==> src/rtl/freq_to_ctl.sv <==
// freq_to_ctl: converts a four-digit BCD frequency in Hz into a 12-bit DDS
// frequency control word, freq_ctl = F*4096/10000.
//
// Operation: IDLE latches and validates the digits, CONV accumulates the
// binary value F over four cycles (thousands first), DIV runs a 26-step
// restoring division of F<<12 by 10000, and DONE loads the result and pulses
// done.  Any non-BCD digit takes IDLE straight to DONE with err set and the
// previous freq_ctl preserved.
//
// Build option: define FREQ_TO_CTL_ROUND_EN to add 5000 to the dividend
// (round-half-up).  Without it the quotient is truncated.  Latency is the same
// in both builds, and quotients above 4095 saturate to 4095.

module freq_to_ctl (
  input  logic        clk,
  input  logic        rst_n,
  input  logic        start,
  input  logic [3:0]  thou_digit,
  input  logic [3:0]  hund_digit,
  input  logic [3:0]  ten_digit,
  input  logic [3:0]  one_digit,
  output logic [11:0] freq_ctl,
  output logic        busy,
  output logic        done,
  output logic        err
);

  // ---------------------------------------------------------------------
  // Constants
  // ---------------------------------------------------------------------
  localparam int          NUM_DIGITS = 4;
  localparam int          DVD_W      = 26;
  localparam logic [14:0] DIVISOR    = 15'd10000;
  localparam logic [1:0]  CONV_LAST  = 2'd3;
  localparam logic [4:0]  DIV_LAST   = 5'd25;

`ifdef FREQ_TO_CTL_ROUND_EN
  // Half the divisor added up front turns the floor division into round-half-up.
  localparam logic [DVD_W-1:0] ROUND_ADD = 26'd5000;
`else
  localparam logic [DVD_W-1:0] ROUND_ADD = 26'd0;
`endif

  typedef enum logic [1:0] {
    IDLE = 2'd0,
    CONV = 2'd1,
    DIV  = 2'd2,
    DONE = 2'd3
  } state_t;

  // ---------------------------------------------------------------------
  // State and datapath registers
  // ---------------------------------------------------------------------
  state_t            state_reg;
  state_t            state_next;

  logic [15:0]       digits_reg;     // {thou, hund, ten, one} captured at start
  logic              err_reg;
  logic [1:0]        conv_cnt_reg;
  logic [13:0]       acc_reg;        // running binary value of F
  logic [4:0]        div_cnt_reg;
  logic [13:0]       rem_reg;        // partial remainder, always < 10000
  logic [DVD_W-1:0]  quo_reg;        // dividend shifts out the top, quotient in
  logic [11:0]       freq_reg;
  logic              done_reg;

  // ---------------------------------------------------------------------
  // Digit validation (on the live inputs, used when start is sampled)
  // ---------------------------------------------------------------------
  logic [15:0]           digits_in;
  logic [NUM_DIGITS-1:0] digit_ok;
  logic                  digits_bad;

  assign digits_in = {thou_digit, hund_digit, ten_digit, one_digit};

  generate
    for (genvar gi = 0; gi < NUM_DIGITS; gi++) begin : g_digit_chk
      assign digit_ok[gi] = (digits_in[gi*4 +: 4] <= 4'd9);
    end
  endgenerate

  assign digits_bad = ~(&digit_ok);

  // ---------------------------------------------------------------------
  // Conversion step: acc*10 + current digit, thousands digit first
  // ---------------------------------------------------------------------
  logic [3:0]       cur_digit;
  logic [13:0]      acc_next;
  logic [DVD_W-1:0] dividend_init;

  // Pick the digit for this CONV cycle out of the latched copy.
  always_comb begin
    cur_digit = 4'd0;
    case (conv_cnt_reg)
      2'd0:    cur_digit = digits_reg[15:12];
      2'd1:    cur_digit = digits_reg[11:8];
      2'd2:    cur_digit = digits_reg[7:4];
      default: cur_digit = digits_reg[3:0];
    endcase
  end

  // F never exceeds 9999, so 14 bits hold every intermediate value.
  assign acc_next      = acc_reg * 14'd10 + {10'd0, cur_digit};
  // Largest dividend is 9999*4096 + 5000, comfortably below 2**26.
  assign dividend_init = {acc_next, 12'd0} + ROUND_ADD;

  // ---------------------------------------------------------------------
  // Restoring division step: one quotient bit per cycle
  // ---------------------------------------------------------------------
  logic [14:0]      trial;
  logic             trial_ge;
  logic [13:0]      trial_diff;
  logic [13:0]      rem_new;
  logic [DVD_W-1:0] quo_new;
  logic [11:0]      quo_sat;

  assign trial      = {rem_reg, quo_reg[DVD_W-1]};
  assign trial_ge   = (trial >= DIVISOR);
  assign trial_diff = 14'(trial - DIVISOR);
  assign rem_new    = trial_ge ? trial_diff : trial[13:0];
  assign quo_new    = {quo_reg[DVD_W-2:0], trial_ge};

  // Any quotient bit above bit 11 means the word would exceed 4095: clamp.
  assign quo_sat    = (|quo_reg[DVD_W-1:12]) ? 12'hFFF : quo_reg[11:0];

  // ---------------------------------------------------------------------
  // FSM
  // ---------------------------------------------------------------------
  // State register.
  always_ff @(posedge clk or negedge rst_n) begin
    if (!rst_n) begin
      state_reg <= IDLE;
    end else begin
      state_reg <= state_next;
    end
  end

  // Next-state logic; start only matters in IDLE.
  always_comb begin
    state_next = state_reg;
    case (state_reg)
      IDLE: begin
        if (start) begin
          state_next = digits_bad ? DONE : CONV;
        end
      end
      CONV: begin
        if (conv_cnt_reg == CONV_LAST) begin
          state_next = DIV;
        end
      end
      DIV: begin
        if (div_cnt_reg == DIV_LAST) begin
          state_next = DONE;
        end
      end
      DONE: begin
        state_next = IDLE;
      end
      default: begin
        state_next = IDLE;
      end
    endcase
  end

  // ---------------------------------------------------------------------
  // Datapath registers
  // ---------------------------------------------------------------------
  // Capture the request; digits may change freely once this has happened.
  always_ff @(posedge clk or negedge rst_n) begin
    if (!rst_n) begin
      digits_reg <= 16'd0;
      err_reg    <= 1'b0;
    end else if (state_reg == IDLE && start) begin
      digits_reg <= digits_in;
      err_reg    <= digits_bad;
    end
  end

  // Accumulate F over the four CONV cycles.
  always_ff @(posedge clk or negedge rst_n) begin
    if (!rst_n) begin
      conv_cnt_reg <= 2'd0;
      acc_reg      <= 14'd0;
    end else begin
      case (state_reg)
        IDLE: begin
          conv_cnt_reg <= 2'd0;
          acc_reg      <= 14'd0;
        end
        CONV: begin
          conv_cnt_reg <= conv_cnt_reg + 2'd1;
          acc_reg      <= acc_next;
        end
        default: begin
          conv_cnt_reg <= conv_cnt_reg;
          acc_reg      <= acc_reg;
        end
      endcase
    end
  end

  // Divider: seeded on the last CONV cycle so DIV spends exactly 26 cycles
  // producing quotient bits.
  always_ff @(posedge clk or negedge rst_n) begin
    if (!rst_n) begin
      div_cnt_reg <= 5'd0;
      rem_reg     <= 14'd0;
      quo_reg     <= '0;
    end else begin
      case (state_reg)
        CONV: begin
          if (conv_cnt_reg == CONV_LAST) begin
            div_cnt_reg <= 5'd0;
            rem_reg     <= 14'd0;
            quo_reg     <= dividend_init;
          end
        end
        DIV: begin
          div_cnt_reg <= div_cnt_reg + 5'd1;
          rem_reg     <= rem_new;
          quo_reg     <= quo_new;
        end
        default: begin
          div_cnt_reg <= div_cnt_reg;
          rem_reg     <= rem_reg;
          quo_reg     <= quo_reg;
        end
      endcase
    end
  end

  // Result register and completion pulse; the error path keeps the old word.
  always_ff @(posedge clk or negedge rst_n) begin
    if (!rst_n) begin
      freq_reg <= 12'd0;
      done_reg <= 1'b0;
    end else begin
      done_reg <= (state_reg == DONE);
      if (state_reg == DONE && !err_reg) begin
        freq_reg <= quo_sat;
      end
    end
  end

  // ---------------------------------------------------------------------
  // Outputs
  // ---------------------------------------------------------------------
  assign freq_ctl = freq_reg;
  assign done     = done_reg;
  assign err      = err_reg;
  assign busy     = (state_reg == CONV) || (state_reg == DIV);

endmodule
==> config.mk <==
export PLATFORM = sky130hd
export DESIGN_NAME = freq_to_ctl
export DESIGN_NICKNAME = d
export VERILOG_FILES = /design/src/rtl/freq_to_ctl.sv
export SDC_FILE = /design/constraint.sdc
export NUM_CORES = 1
export LEC_CHECK = 0
export ABC_AREA = 1
export ABC_CLOCK_PERIOD_IN_PS = 5100
export BUFFER_PORTS_ARGS = -buffer_cell sky130_fd_sc_hd__buf_2
export CORE_MARGIN = 2
export CORE_UTILIZATION = 45
export DETAILED_ROUTE_END_ITERATION = 6
export PLACE_DENSITY = 0.72
export SLEW_MARGIN = 25
export SYNTH_ARGS = -nofsm -noshare
export SYNTH_HDL_FRONTEND = slang
export SYNTH_SLANG_ARGS = --single-unit
==> constraint.sdc <==
create_clock -name clk -period 5.1 [get_ports clk]
set_input_delay 0.255 -clock clk [delete_from_list [all_inputs] [get_ports clk]]
set_output_delay 0.255 -clock clk [all_outputs]
set_load 0.01 [all_outputs]
**Word level (Yosys, flattened, before mapping)**

Index checks and enable logic that the tools add are counted.

- Bits in registers: 93
- Logic and storage cells: 59

- Add/sub/neg operators: 4
- Multiply operators: 1
- Order comparisons: 5
- Equal/unequal tests: 10
- Muxes and demuxes: 16
- Bitwise logic cells: 1
- Reductions and logical operators: 12

Operators by type and width:

| kind | count |
|---|---|
| 14-bit one-hot mux with 2 select lines | 2 |
| 26-bit one-hot mux with 2 select lines | 1 |
| 14-bit two-way mux | 2 |
| 26-bit two-way mux | 1 |
| 4-bit less-or-equal comparator (second input constant) | 4 |
| 15-bit by 14-bit greater-or-equal comparator with 1-bit output (second input constant) | 1 |
| 14-bit by 4-bit adder with 14-bit output | 1 |
| 14-bit by 3-bit multiplier with 13-bit output (second input constant) | 1 |
| 14-bit OR reduction | 1 |
| 14-bit subtractor (second input constant) | 1 |
| 12-bit two-way mux | 1 |
| 4-bit one-hot mux with 3 select lines | 1 |
| 5-bit one-hot mux with 2 select lines | 1 |
| 2-bit == test (second input constant) | 4 |
| 2-bit two-way mux | 4 |
| 2-bit one-hot mux with 4 select lines | 1 |
| 2-bit inequality test (second input constant) | 3 |
| 5-bit by 1-bit adder with 5-bit output (second input constant) | 1 |
| 5-bit == test (second input constant) | 1 |
| 5-bit two-way mux | 1 |
| 2-bit by 1-bit == test with 1-bit output (second input constant) | 2 |
| 2-bit logical NOT | 2 |
| 2-bit one-hot mux with 2 select lines | 1 |
| 4-bit AND reduction | 1 |
| 8 further kinds | 10 |

**Longest topological paths before layout**

- Word-level depth: 5
- Gate-level depth with buffers: 19
- Mapped depth without buffers: 18

**Worst setup path before layout**

OpenSTA, ideal clock, no wires.

- Path type: flip-flop to flip-flop
- Start point: register conv_cnt_reg[0]
- End point: register acc_reg[7]
- Setup time: 122 ps
- Arrival: 2306 ps
- Data required time: 4978 ps
- Setup slack: 2672 ps
- Stages on the path, launching flop included: 13
- Path buffers: 1
- Cells stage by stage: dfrtp_1 -> ha_1 -> buf_4 -> a21oi_1 -> a31oi_1 -> ha_1 -> fa_1 -> nand2_1 -> nand2_1 -> nand3_1 -> nor2_2 -> or2_2 -> a32o_1

- Word-level cells in the longest chain between the ends: 4
- Elaborated cells on any way between the ends: 6

RTL lines:

| element | RTL line | source |
|---|---|---|
| from (decl) | 59 | `logic [1:0] conv_cnt_reg;` |
| from (signal assigned) | 192 | `conv_cnt_reg <= conv_cnt_reg + 2'd1;` |
| from (signal assigned) | 196 | `conv_cnt_reg <= conv_cnt_reg;` |
| 2-bit == test (tied with other cells) | 94 | `case (conv_cnt_reg)` |
| 4-bit one-hot mux with 3 select lines (*) | 94 |  |
| 14-bit by 4-bit adder with 14-bit output (*) | 103 | `assign acc_next = acc_reg * 14'd10 + {10'd0, cur_digit};` |
| 14-bit one-hot mux with 2 select lines (*) | 186 | `case (state_reg)` |
| to (signal assigned) | 193 | `acc_reg <= acc_next;` |
| to (signal assigned) | 197 | `acc_reg <= acc_reg;` |
| to (decl) | 60 | `logic [13:0] acc_reg;` |

Mark *: on every way between the ends. The rest lies on a longest branch, timed or not.
A chain may end at the register's enable or synchronous reset.

**Worst setup path after layout**

- Start point: register state_reg[0]
- End point: register rem_reg[13]

- Word-level cells in the longest chain between the ends: 3
- Elaborated cells on any way between the ends: 6

RTL lines:

| element | RTL line | source |
|---|---|---|
| from (decl) | 54 | `state_t state_reg;` |
| from (signal assigned) | 134 | `state_reg <= state_next;` |
| 2-bit by 1-bit == test with 1-bit output or 2-bit == test (tied branches) | 211 | `case (state_reg)` |
| 2-bit inequality test (no line) or 2-bit nonzero test (tied branches) | - |  |
| 2-bit AND reduction (no line) | - |  |
| to (signal assigned) | 221 | `rem_reg <= rem_new;` |
| to (signal assigned) | 226 | `rem_reg <= rem_reg;` |
| to (decl) | 62 | `logic [13:0] rem_reg;` |

Parallel ways exist; a longest one is shown, timed or not.

==> results.sh <==
export IMPL_endpoint_kind="flip-flop"
export IMPL_start_util=0.461
export IMPL_cts_setup_buffers=0
export IMPL_synth_warnings=0
export IMPL_ant_nets=0
export IMPL_insertion_delay_ns=0.34
export IMPL_syn_avg_cell_area_um2=8.24
export IMPL_layout_commonest_cell="nand2_1"
export IMPL_synth_cells=639
export IMPL_wirelength_um=10700
export IMPL_relSlewSlack=0.318
export IMPL_dieHeight_um=112
export IMPL_setup_tns_ns=0
export IMPL_vias=4319
export IMPL_dr_pass1_iters=4
export IMPL_htreeDepth=3
export IMPL_layout_nets=721
export IMPL_track_usage=0.181
export IMPL_ir_drop_mv=0.388
export IMPL_antenna_found_initial=0
export IMPL_dr_wl_met2_um=5260
export IMPL_max_freq_ghz=0.320
export IMPL_ys_seq_elements=92
export IMPL_post_drt_wl_per_cell_um=13.2
export IMPL_setup_viol=0
export IMPL_hold_buffers=1
export IMPL_dp_slack_ns=1.98
export IMPL_synthSimpleGateAreaFrac=0.219
export IMPL_grt_max_degree=49
export IMPL_ys_flop_type="dfrtp_1"
export IMPL_gr_total_overflow=0
export IMPL_routed_wl_met3_um=309
export IMPL_synthesis_area_um2=5260
export IMPL_fin_crit_sh=0.612
export IMPL_synth_top_family_by_area="simple AND/OR/NAND/NOR gates"
export IMPL_power_switching_w=0.00145
export IMPL_cts_root_buf="clkbuf_16"
export IMPL_fin_ws_ns=1.98
export IMPL_tightestPinTransition_ns=1.02
export IMPL_area_growth_pct=11.4
export IMPL_clock_path_buffers=2
export IMPL_port_buffers=33
export IMPL_synth_xor_area_frac=0.0250
export IMPL_start_kind="flip-flop"
export IMPL_remaining_drc_errors=0
export IMPL_crit_path_max_fanout=42
export IMPL_synth_edf_count=0
export IMPL_core_um2=11400
export IMPL_timing_worst_setup_path_type="flip-flop to flip-flop"
export IMPL_viasPerCell=5.31
export IMPL_cts_tree="built"
export IMPL_worstPathArrival_ns=3.34
export IMPL_row_count=39
export IMPL_path_clk_slew_ns=0.07
export IMPL_grt_pass1_vias=4142
export IMPL_internal_power_w=0.00193
export IMPL_num_io_pins=34
export IMPL_synthMuxAreaShare=0
export IMPL_rsz0062_at_grt="no"
export IMPL_die_width_um=112
export IMPL_synthAdderAreaFrac=0.0884
export IMPL_pwr_share_comb=0.448
export IMPL_synth_compound_area_share=0.143
export IMPL_synth_nets=694
export IMPL_leakage_nw=2.86
export IMPL_hpwlAfterDp_um=7790
export IMPL_cap_violations=0
export IMPL_seqPwrFrac=0.347
export IMPL_final_cell_mix="140 x nand2_1, 92 x dfrtp_1, 88 x inv_1, 41 x nand3_1, 40 x a21oi_1"
export IMPL_synth_seq_area_share=0.437
export IMPL_yosysUniqueCellTypes=44
export IMPL_slew_viol_final=0
export IMPL_hold_viol_final=0
export IMPL_layout_min_cycle_time_ns=3.12
export IMPL_cellPowerDensity_nw_per_um2=576
export IMPL_globalplace_congestion=0.832
export IMPL_swShare=0.429
export IMPL_crit_required_ns=5.31
export IMPL_p_clk_frac=0.205
export IMPL_fin_skew_ns=0.00797
export IMPL_status="complete, no violations"
export IMPL_numCtsBuffers=9
export IMPL_die_area_um2=12600
export IMPL_ctsResizeCount=0
export IMPL_top_layer="met4"
export IMPL_drive_gt1_frac=0.125
export IMPL_antenna_cells=0
export IMPL_grt_first_pass_wirelength_um=18800
export IMPL_clock_sinks=92
export IMPL_drt_iter0_markers=268
export IMPL_hold_path_class="input port to flip-flop"
export IMPL_wl_met1_um=4880
export IMPL_largest_register_ffs=26
export IMPL_ys_async_sr_fraction=1.00
-- power by group through the flow --
stage | Combinational, W | Sequential, W | Clock (W)
floorplan | 0.00116 | 0.00116 | 0
global placement | 0.00146 | 0.00117 | 0
detailed placement | 0.00151 | 0.00118 | 0
CTS | 0.00152 | 0.00117 | 0.000704
global route | 0.00172 | 0.00120 | 0.000742
finish | 0.00151 | 0.00117 | 0.000694
-- area by class of cell --
cell class	instances	area [um2]
fillers	1064	5560
repair buffers	36	193
clock buffers	10	239
multi-input cells	432	2510
well taps	143	179
inverters	95	359
clock inverters	6	76.3
flip-flops and latches	92	2300
-- cell usage after synthesis (2+ instances only) --
library cell	n	area share
a21oi_1	40	0.038
a22o_1	6	0.010
a22oi_1	2	0.0029
a31oi_1	8	0.0095
and2_1	2	0.0024
buf_2	6	0.0057
buf_4	2	0.0029
clkbuf_1	11	0.0078
dfrtp_1	92	0.44
fa_1	2	0.0076
ha_1	34	0.081
inv_1	88	0.063
inv_2	6	0.0043
nand2_1	140	0.10
nand2_2	8	0.0095
nand2_4	2	0.0043
nand3_1	41	0.039
nand3_2	5	0.0095
nand3b_1	2	0.0029
nand4_1	5	0.0059
nor2_1	29	0.021
nor2_2	3	0.0036
nor2_4	2	0.0043
nor3_1	5	0.0048
nor4_1	2	0.0024
o21ai_0	37	0.035
o21ai_1	5	0.0048
o22ai_1	25	0.030
xnor2_1	7	0.012
xor2_1	8	0.013
-- critical path, stage by stage (launching register included) --
cell and delay, ns:
dfrtp_1 0.40, inv_1 0.10, ha_1 0.56, inv_4 0.22, nor2_8 0.23, inv_2 0.19, nand2_2 0.63, inv_2 0.32
a31oi_1 0.25, o32ai_1 0.09
-- final timing paths --
path,start,endpoint,slack [ns],cells after the start
setup / recovery,state_reg[0],rem_reg[13],1.98,9
hold / removal,ten_digit[0],digits_reg[4],0.11,3
setup reg to reg,state_reg[0],rem_reg[13],1.98,9
hold reg to reg,digits_reg[4],digits_reg[4],0.48,2
max in group asynchronous,rst_n,digits_reg[12],3.62,3
min in group asynchronous,rst_n,rem_reg[9],0.47,2
-- metrics by stage --
step                      cells   util  hold slack, ns  total power, W  area [um2]
after global routing        814  0.513           0.113         0.00366        5860
after floorplan             639      -         -0.0406         0.00232        5260
after CTS                   814  0.512           0.105         0.00339        5850
after global placement      797  0.484           0.291         0.00263        5530
final                       814  0.513           0.111         0.00338        5860
after detailed placement    797  0.484           0.296         0.00269        5530
-- cells by family after synthesis --
group           after synthesis
compound gates              130
xor+xnor                     15
fa+ha+maj                    36
buf+inv                     115
flops                        92
simple gates                251
-- metal layers --
layer	vias to the layer above	track usage
li1	2167	-
met1	2047	0.234
met2	85	0.304
met3	20	0.0270
met4	0	0.0756
met5	-	0
Note: power is estimated with default switching activity, not from simulation.
